`config.mk`:
```
export PLATFORM = sky130hd
export DESIGN_NAME = muldiv_unit
export DESIGN_NICKNAME = d
export VERILOG_FILES = /design/src/rtl/muldiv_unit.sv
export SDC_FILE = /design/constraint.sdc
export NUM_CORES = 1
export LEC_CHECK = 0
export ABC_AREA = 1
export ABC_CLOCK_PERIOD_IN_PS = 3400
export BUFFER_PORTS_ARGS = -buffer_cell sky130_fd_sc_hd__buf_2
export CORE_UTILIZATION = 60
export CTS_BUF_LIST = sky130_fd_sc_hd__clkbuf_16
export CTS_CLUSTER_DIAMETER = 40
export DETAILED_ROUTE_END_ITERATION = 10
export PLACE_DENSITY = 0.91
export SLEW_MARGIN = 20
export SYNTH_ARGS = -nofsm -noshare
export SYNTH_HDL_FRONTEND = slang
export SYNTH_SLANG_ARGS = --single-unit
export TNS_END_PERCENT = 1
```
`constraint.sdc`:
```
create_clock -name clk -period 3.4 [get_ports clk]
set_clock_uncertainty 0.1 [all_clocks]
set_input_delay 0.17 -clock clk [delete_from_list [all_inputs] [get_ports clk]]
set_output_delay 0.17 -clock clk [all_outputs]
set_load 0.02 [all_outputs]
```
`src/rtl/muldiv_unit.sv`:
```
// Iterative unsigned MULTU/DIVU unit with architectural HI/LO registers.
// One multiplier/quotient bit per cycle; WIDTH iterations per operation.
module muldiv_unit #(
   parameter int unsigned WIDTH = 32
) (
   input  logic             clk,
   input  logic             rst,
   input  logic             start,
   input  logic [1:0]       op,
   input  logic [WIDTH-1:0] src_a,
   input  logic [WIDTH-1:0] src_b,
   output logic             busy,
   output logic             done,
   output logic             div0,
   output logic [WIDTH-1:0] hi,
   output logic [WIDTH-1:0] lo
);

   localparam int unsigned CW = (WIDTH > 1) ? $clog2(WIDTH) : 1;
   localparam int unsigned AW = 2 * WIDTH;

   localparam logic [1:0] OP_MULTU = 2'b00;
   localparam logic [1:0] OP_DIVU  = 2'b01;
   localparam logic [1:0] OP_MTHI  = 2'b10;
   localparam logic [1:0] OP_MTLO  = 2'b11;

   typedef enum logic [1:0] {
      S_IDLE = 2'b00,
      S_MUL  = 2'b01,
      S_DIV  = 2'b10
   } state_t;

   state_t           state, state_n;
   logic [AW-1:0]    acc, acc_n;       // MUL: {partial upper, multiplier}; DIV: {remainder, quotient}
   logic [WIDTH-1:0] opnd, opnd_n;     // multiplicand or divisor
   logic [CW-1:0]    cnt, cnt_n;
   logic             busy_n, done_n, div0_n;
   logic [WIDTH-1:0] hi_n, lo_n;

   logic [WIDTH:0]   mul_sum;
   logic [AW-1:0]    mul_next;
   logic [WIDTH:0]   div_t;
   logic             div_ge;
   logic [WIDTH-1:0] div_rem;
   logic [AW-1:0]    div_next;
   logic             last_iter;

   // Single shift-add and restoring-subtract step on the working register
   always_comb begin
      mul_sum  = {1'b0, acc[AW-1:WIDTH]} + (acc[0] ? {1'b0, opnd} : {(WIDTH+1){1'b0}});
      mul_next = {mul_sum, acc[WIDTH-1:1]};
      div_t    = {acc[AW-1:WIDTH], acc[WIDTH-1]};
      div_ge   = (div_t >= {1'b0, opnd});
      div_rem  = div_ge ? WIDTH'(div_t - {1'b0, opnd}) : div_t[WIDTH-1:0];
      div_next = {div_rem, acc[WIDTH-2:0], div_ge};
      last_iter = (cnt == CW'(WIDTH - 1));
   end

   // Next-state, datapath and output decode
   always_comb begin
      state_n = state;
      acc_n   = acc;
      opnd_n  = opnd;
      cnt_n   = cnt;
      done_n  = 1'b0;
      div0_n  = 1'b0;
      hi_n    = hi;
      lo_n    = lo;
      case (state)
         S_IDLE: begin
            if (start) begin
               case (op)
                  OP_MULTU: begin
                     state_n = S_MUL;
                     acc_n   = {{WIDTH{1'b0}}, src_b};
                     opnd_n  = src_a;
                     cnt_n   = '0;
                  end
                  OP_DIVU: begin
                     state_n = S_DIV;
                     acc_n   = {{WIDTH{1'b0}}, src_a};
                     opnd_n  = src_b;
                     cnt_n   = '0;
                  end
                  OP_MTHI: hi_n = src_a;
                  OP_MTLO: lo_n = src_a;
                  default: ;
               endcase
            end
         end
         S_MUL: begin
            acc_n = mul_next;
            cnt_n = cnt + CW'(1);
            if (last_iter) begin
               state_n      = S_IDLE;
               done_n       = 1'b1;
               {hi_n, lo_n} = mul_next;
            end
         end
         S_DIV: begin
            acc_n = div_next;
            cnt_n = cnt + CW'(1);
            if (last_iter) begin
               state_n      = S_IDLE;
               done_n       = 1'b1;
               div0_n       = (opnd == '0);
               {hi_n, lo_n} = div_next;
            end
         end
         default: state_n = S_IDLE;
      endcase
      busy_n = (state_n != S_IDLE);
   end

   // State, working registers and registered outputs
   always_ff @(posedge clk) begin
      if (rst) begin
         state <= S_IDLE;
         acc   <= '0;
         opnd  <= '0;
         cnt   <= '0;
         busy  <= 1'b0;
         done  <= 1'b0;
         div0  <= 1'b0;
         hi    <= '0;
         lo    <= '0;
      end else begin
         state <= state_n;
         acc   <= acc_n;
         opnd  <= opnd_n;
         cnt   <= cnt_n;
         busy  <= busy_n;
         done  <= done_n;
         div0  <= div0_n;
         hi    <= hi_n;
         lo    <= lo_n;
      end
   end

endmodule

```
[Yosys cells after proc, flatten, opt, wreduce, memory -nomap -nowiden]
Index checks and enable logic that the tools add are counted.
Word-level totals
  input port bits: 69
  logic and storage cells: 69
  register bits: 170
Cells by class
  order comparisons: 1
  bitwise logic cells: 3
  mux-type cells: 24
  reductions and logical operators: 16
  add/sub/neg operators: 3
  equal/unequal tests: 13
Operator list (number)
  2-to-1 mux 32 bit: 10
  case mux 32 bit (3 select lines): 2
  case mux 64 bit (3 select lines): 1
  case mux 64 bit (2 select lines): 1
  2-to-1 mux 64 bit: 1
  case mux 32 bit (2 select lines): 1
  adder 32 x 32 -> 33 bit: 1
  >= comparator 33 x 32 -> 1 bit: 1
  zero test 32 bit: 1
  subtractor 32 bit: 1
  2-to-1 mux 5 bit: 2
  case mux 5 bit (2 select lines): 1
  AND reduction 5 bit: 2
  AND reduction 3 bit: 3
  inequality test 2 bit, second input constant: 4
  case mux 2 bit (2 select lines): 2
  equality test 2 bit, second input constant: 3
  nonzero test 2 bit: 3
  OR reduction 2 bit: 3
  adder 5 x 1 -> 5 bit, second input constant: 1
  equality test 5 bit, second input constant: 1
  equality test 2 x 1 -> 1 bit, second input constant: 2
  zero test 2 bit: 2
  2-to-1 mux 2 bit: 2
  6 further kinds: 9

[Logic depth before layout (Yosys ltp)]
Gate-level depths: netlist of the first run.
  depth in word-level cells: 5
  gate-level depth with buffers: 20
  depth with buffers taken out: 19

[Least setup slack after synthesis of the first run]
No wires, ideal clock.
  path kind: flip-flop to flip-flop
  from: register acc[0]
  to: register acc[48]
  cell stages (with the launch flop): 15
  arrival: 2.179 ns
  data required time: 3.181 ns
  slack: 1.002 ns
  path through: dfxtp_1 > clkbuf_1 > clkbuf_1 > nand2_1 > inv_1 > ha_1 > a21oi_1 > o21ai_0 > a21oi_1 > nand3_1 > or2_2 > nand3_1 > nand2_1 > nand2_1 > a21oi_1
On the way
  word-level cells in the longest chain between the ends: 3
RTL lines
  start, declared: RTL line 34  | logic [AW-1:0] acc, acc_n;
  start signal, assigned: RTL line 129  | acc <= acc_n;
  2-to-1 mux 32 bit: RTL line 50  | mul_sum = {1'b0, acc[AW-1:WIDTH]} + (acc[0] ? {1'b0, opnd} : {(WIDTH+1){1'b0}});
  adder 32 x 32 -> 33 bit: RTL line 50
  case mux 64 bit (3 select lines): RTL line 69  | case (state)
Every way passes these cells.
A chain may end at the register's enable or synchronous reset.

[Worst setup path after layout of the first run]
  from: register state[1]
  to: register hi[31]
On the way
  word-level cells in the longest chain between the ends: 3
  elaborated cells on any way between the ends: 10
RTL lines
  start, declared: RTL line 33  | state_t state, state_n;
  start signal, assigned: RTL line 128  | state <= state_n;
  equality test 2 x 1 -> 1 bit, or another cell as far along: RTL line 69
  inequality test 2 bit (no source line), or another cell as far along
  AND reduction 5 bit (no source line)
  end signal, assigned: RTL line 135  | hi <= hi_n;
  end, declared: RTL line 15  | output logic [WIDTH-1:0] hi,
Parallel ways exist; a longest one is shown, timed or not.

==> flow_summary.yaml, run 1 <==
floorplan:
  die_x_um: 152
  ios: 136
  start_util: 0.615
  placeableCoreArea_um2: 21900
  rows: 54
  die_h_um: 152
  die_area_um2: 23000
logic_synthesis:
  syn_area_um2: 13500
  syn_avg_cell_area_um2: 6.12
  ys_types: 40
  synth_warnings: 0
  ys_seq_area_frac: 0.253
  synth_area_leader_cell: "dfxtp_1"
  ys_ff_latch: 170
  syn_nets: 2343
  synth.area.top_cells: "dfxtp_1 (25%), nand2_1 (18%), inv_1 (9.2%)"
  yosysTopAreaCellShare: 0.253
  synth_cells: 2202
clocking:
  htree_levels: 4
  clock_latency_ns: 0.46
  path_clk_slew_ns: 0.08
  cts-root-buf: "clkbuf_16"
  cts_buffers: 17
  cts_tree: "done"
  cts_buffer_depth: 2
  clock_sinks: 170
detailed_routing:
  drc: 2
  wirelength_um: 54200
  vias_per_cell: 6.33
  first_pass_iters: 11
  wl_per_cell_um: 20.6
  ant_nets: 0
  drtIter0Drc: 2166
  dr_total_vias: 16700
timing:
  slew_violations: 0
  setup_viol: 0
  min_period_ns: 3.21
  final.setup.tns_ns: 0
  holdWs_ns: 0.00932
  rsz0062_at_grt: "false"
  post-route-period-util: 0.944
  maxSlewHeadroom: 0.265
  hold_viol_final: 0
  tightest_slew_ns: 1.10
  timing.fmax_mhz: 312
placed_design:
  place.gp.congestion: 1.03
  dp_hpwl_um: 38800
  io_buffers: 135
  placed_cells: 2547
global_route:
  grt_pass1_wl_um: 83900
  grt_max_degree: 129
  grt_overflow: 0
  antenna_found_initial: 1
  grt_pass1_vias: 15600
  gr-usage-all-layers: 0.459
status:
  status: "complete, but fails checks"
  failed_checks: "design-rule violations"
job:
  cap_violations: 0
critical_path:
  crit_slowest_cell: "a21oi_1"
  cp.required_ns: 3.61
  path_class: "flip-flop to flip-flop"
  crit_buf_inv: 3
  cp_cell_sequence: "inv_1 > ha_2 > inv_1 > nor2_1 > a21oi_1 > o21ai_0 > nor2_2 > inv_1 > a21oi_1 > a21oi_1"
  cp_max_fo: 32
  cp_top_family: "compound AO/OA/AOI/OAI gates"
  worst_setup_path_start_kind: "flip-flop"
  crit_arrival_ns: 3.42
  end_kind: "flip-flop"
  critical-path-max-stage-delay_ns: 0.66
power:
  cellLeakagePower_nw: 7.87
  finalPower_mw: 7.89
  pwr-share-comb: 0.430
  swShare: 0.455
  power_frac_clock: 0.259
  power.density_nw_per_um2: 515
  ir_worst_vdd_v: 0.000316
  power.switching_mw: 3.59
  pwr-share-seq: 0.311
  p_int_mw: 4.30
layout:
  layout_commonest_cell: "nand2_1"
  final_nets: 2476
  drive_gt1_frac: 0.101
  mostFrequentLayoutCells: "nand2_1 (635), inv_1 (331), o21ai_0 (174), a21oi_1 (172), dfxtp_1 (169)"
  instances_no_fill: 2631
  area.growth.synth_to_final_pct: 13.7
  final.fill_count: 1881
hold_path:
  hold_class: "primary input to flip-flop"
metrics by stage:
step | worst slack [ns] | instance area, µm² | utilization
5_1_grt | 0.0746 | 15300 | 0.699
6_report | 0.192 | 15300 | 0.700
4_1_cts | 0.283 | 15300 | 0.699
3_5_place_dp | 0.302 | 14200 | 0.649
2_1_floorplan | 1.00 | 13500 | -
3_3_place_gp | 0.334 | 14200 | 0.649
worst register-to-register path, delay by kind of cell, from the launching register on:
kind	cells	cell delay (ns)
adders and majority gates	1	0.21
buffers and inverters	3	0.79
DFF	1	0.44
and+or+nand+nor	2	0.31
AOI/OAI and AO/OA	4	1.21
synth_stat cells, drive strengths merged:
library cell	instances
a32o	2
o21a	4
nand3b	30
a211oi	1
clkbuf	90
o211a	1
a21oi	174
inv	333
o21ai	175
dlymetal6s2s	1
ha	70
nand3	110
nor3	15
a21boi	1
dfxtp	170
a21o	5
nor2	115
fa	2
buf	17
nor4	6
nand4	23
o22ai	29
and2	3
xnor2	13
o21bai	4
or2	3
nand2	644
clkinv	2
a31oi	63
o211ai	96
layout make-up:
type | instances | area, µm² | share of cell area
multi-input combinational | 1589 | 8220 | 0.537
sequential | 170 | 3400 | 0.222
timing repair buffer | 222 | 1480 | 0.0964
inverter | 335 | 1260 | 0.0822
clock buffer | 17 | 425 | 0.0278
tap | 280 | 350 | 0.0229
clock inverter | 15 | 173 | 0.0113
antenna | 3 | 7.51 | 0.000490
per-layer routing:
| metal | track usage | up-vias | routed length (µm) |
|---|---|---|---|
| met3 | 0.0924 | 281 | 5600 |
| met1 | 0.555 | 7580 | 20600 |
| li1 | - | 7561 | - |
| met4 | 0.280 | 0 | 3630 |
| met2 | 0.750 | 1242 | 24300 |
| met5 | 0 | - | 0 |
registers in the layout, indices dropped and copies added (netlist names):
signal,cells
div0,1
done,1
cnt,5
opnd,32
busy,1
hi,32
state,2
lo,32
acc,64
path summary, 6_finish.rpt:
| path | from | endpoint | slack (ns) | cells past startpoint |
|---|---|---|---|---|
| min reg2reg | cnt[4] | cnt[4] | 0.38 | 2 |
| max | state[1] | hi[31] | 0.19 | 10 |
| max reg2reg | state[1] | hi[31] | 0.19 | 10 |
| min | src_b[26] | acc[26] | 0.009 | 3 |
power by group through the flow:
stage | Sequential, mW | Combinational, mW | Clock [mW]
final | 2.45 | 3.39 | 2.04
after detailed placement | 2.47 | 3.18 | 0
after floorplan | 2.52 | 2.19 | 0
after global routing | 2.46 | 3.68 | 2.11
after CTS | 2.43 | 3.25 | 2.00
after global placement | 2.46 | 3.12 | 0
repair_timing:
action                                  CTS  global route
endpoints found under the setup margin    0             5
endpoints found under the hold margin    69             0
resized for setup                         0             2
hold buffers                             49             0
setup buffers                             0             0
logic make-up after synthesis:
| logic type | synth area share |
|---|---|
| and+or+nand+nor | 0.294 |
| AOI/OAI and AO/OA | 0.237 |
| buffers and inverters | 0.139 |
| DFF | 0.253 |
| adders and majority gates | 0.0680 |
| xor gates and xnor gates | 0.00846 |
No activity file was read; power rests on OpenSTA's default activity.
==> run 2: changes to the inputs <==
--- a/config.mk
+++ b/config.mk
@@ -13,6 +13,7 @@
 export CTS_CLUSTER_DIAMETER = 40
 export DETAILED_ROUTE_END_ITERATION = 10
 export PLACE_DENSITY = 0.91
+export RECOVER_POWER = 25
 export SLEW_MARGIN = 20
 export SYNTH_ARGS = -nofsm -noshare
 export SYNTH_HDL_FRONTEND = slang
==> flow_summary.yaml, run 2 (same netlist as run 1, synthesis figures left out) <==
floorplan:
  start_util: 0.615
  placeableCoreArea_um2: 21900
  ios: 136
  die_x_um: 152
  rows: 54
  die_h_um: 152
  die_area_um2: 23000
clocking:
  path_clk_slew_ns: 0.08
  htree_levels: 4
  clock_sinks: 170
  cts-root-buf: "clkbuf_16"
  cts_buffer_depth: 2
  cts_tree: "done"
  clock_latency_ns: 0.45
  cts_buffers: 17
timing:
  tightest_slew_ns: 1.11
  hold_viol_final: 0
  setup_viol: 0
  slew_violations: 0
  final.setup.tns_ns: 0
  timing.fmax_mhz: 316
  rsz0062_at_grt: "false"
  maxSlewHeadroom: 0.260
  post-route-period-util: 0.931
  holdWs_ns: 0.0168
  min_period_ns: 3.17
critical_path:
  cp.required_ns: 3.61
  reg2regPathDepth: 10
  r2r-start: "state[1]"
  crit_arrival_ns: 3.38
  end_kind: "flip-flop"
  ff2ff_setup_slack_ns: 0.23
  worst_setup_path_start_kind: "flip-flop"
  path_class: "flip-flop to flip-flop"
  reg2reg_to: "hi[31]"
  cp_max_fo: 32
global_route:
  grt_max_degree: 129
  grt_overflow: 0
  gr-usage-all-layers: 0.459
  grt_pass1_vias: 15600
  antenna_found_initial: 1
  grt_pass1_wl_um: 83900
detailed_routing:
  drtIter0Drc: 2237
  first_pass_iters: 9
  drc: 0
  dr_total_vias: 16500
  ant_nets: 0
  wirelength_um: 54000
  wl_per_cell_um: 20.5
  vias_per_cell: 6.28
power:
  cellLeakagePower_nw: 7.63
  pwr-share-comb: 0.429
  power_frac_clock: 0.259
  power.switching_mw: 3.57
  swShare: 0.455
  power.density_nw_per_um2: 515
  pwr-share-seq: 0.313
  p_int_mw: 4.27
  ir_worst_vdd_v: 0.000314
status:
  status: "completed"
placed_design:
  placed_cell_area_um2: 14200
  place.gp.congestion: 1.03
  dp_hpwl_um: 38800
  io_buffers: 135
layout:
  largest-register: "acc"
  layout_commonest_cell: "nand2_1"
  final_util: 0.696
  largest_reg_flops: 64
  final_area_um2: 15200
  final.fill_count: 1922
  final_nets: 2476
  drive_gt1_frac: 0.0754
  mostFrequentLayoutCells: "nand2_1 (635), inv_1 (331), o21ai_0 (174), a21oi_1 (172), dfxtp_1 (169)"
  area.growth.synth_to_final_pct: 13.2
hold_path:
  hold_class: "primary input to flip-flop"
  holdPathEnd: "acc[26]"
  min_from: "src_b[26]"
  hold-path-cell-count: 3
job:
  cap_violations: 0
run 2: cell count changes in the layout (fill, tap and decap cells not counted):
cell	delta
buf_2	-59
clkbuf_1	+59
run 2: layout make-up:
class | count | area, µm² | area share
diodes | 3 | 7.51 | 0.000493
well taps | 280 | 350 | 0.0230
flip-flops and latches | 170 | 3400 | 0.223
inverters | 335 | 1260 | 0.0826
clock buffers | 17 | 425 | 0.0279
clock inverters | 15 | 173 | 0.0113
repair buffers | 222 | 1400 | 0.0920
multi-input cells | 1589 | 8220 | 0.539
run 2: worst max-delay path by stage:
stage               slack (ns)  cells after the start      from  endpoint
global route              0.07                     19    acc[0]   acc[59]
floorplan                 1.00                     14    acc[0]   acc[48]
detailed placement        0.30                     16    acc[0]   acc[61]
finish                    0.23                     10  state[1]    hi[31]
global placement          0.33                     16    acc[0]   acc[53]
CTS                       0.28                     16    acc[0]    hi[29]
run 2: power groups by stage:
stage	sequential [mW]	combinational, mW	clock (mW)
final	2.45	3.36	2.03
after floorplan	2.52	2.19	0
after detailed placement	2.47	3.18	0
after global placement	2.46	3.12	0
after global routing	2.46	3.66	2.11
after CTS	2.43	3.25	2.00
run 2: metal layers:
layer	routed length, µm	vias up	GRT usage
met5	0	-	0
li1	-	7565	-
met2	24300	1171	0.750
met4	3650	0	0.280
met3	5660	297	0.0924
met1	20400	7487	0.555
run 2: worst max-delay path, stage by stage (launching register included):
cell and delay (ns):
dfxtp_1 0.43, inv_1 0.12, ha_2 0.21, inv_1 0.20
nor2_1 0.14, a21oi_1 0.19, o21ai_0 0.22, nor2_2 0.17
inv_1 0.48, a21oi_1 0.63, a21oi_1 0.13
run 2: stage by stage:
step	power, mW	setup slack (ns)	std cells
after detailed placement	5.65	0.302	2547
after floorplan	4.71	1.00	2202
after global placement	5.59	0.334	2547
final	7.84	0.235	2631
after CTS	7.67	0.283	2628
after global routing	8.24	0.0746	2629
run 2: timing repair:
item | CTS | global route
endpoints found under the hold margin | 69 | 0
endpoints found under the setup margin | 0 | 5
gates resized for setup | 0 | 2
setup buffers | 0 | 0
hold buffers | 49 | 0
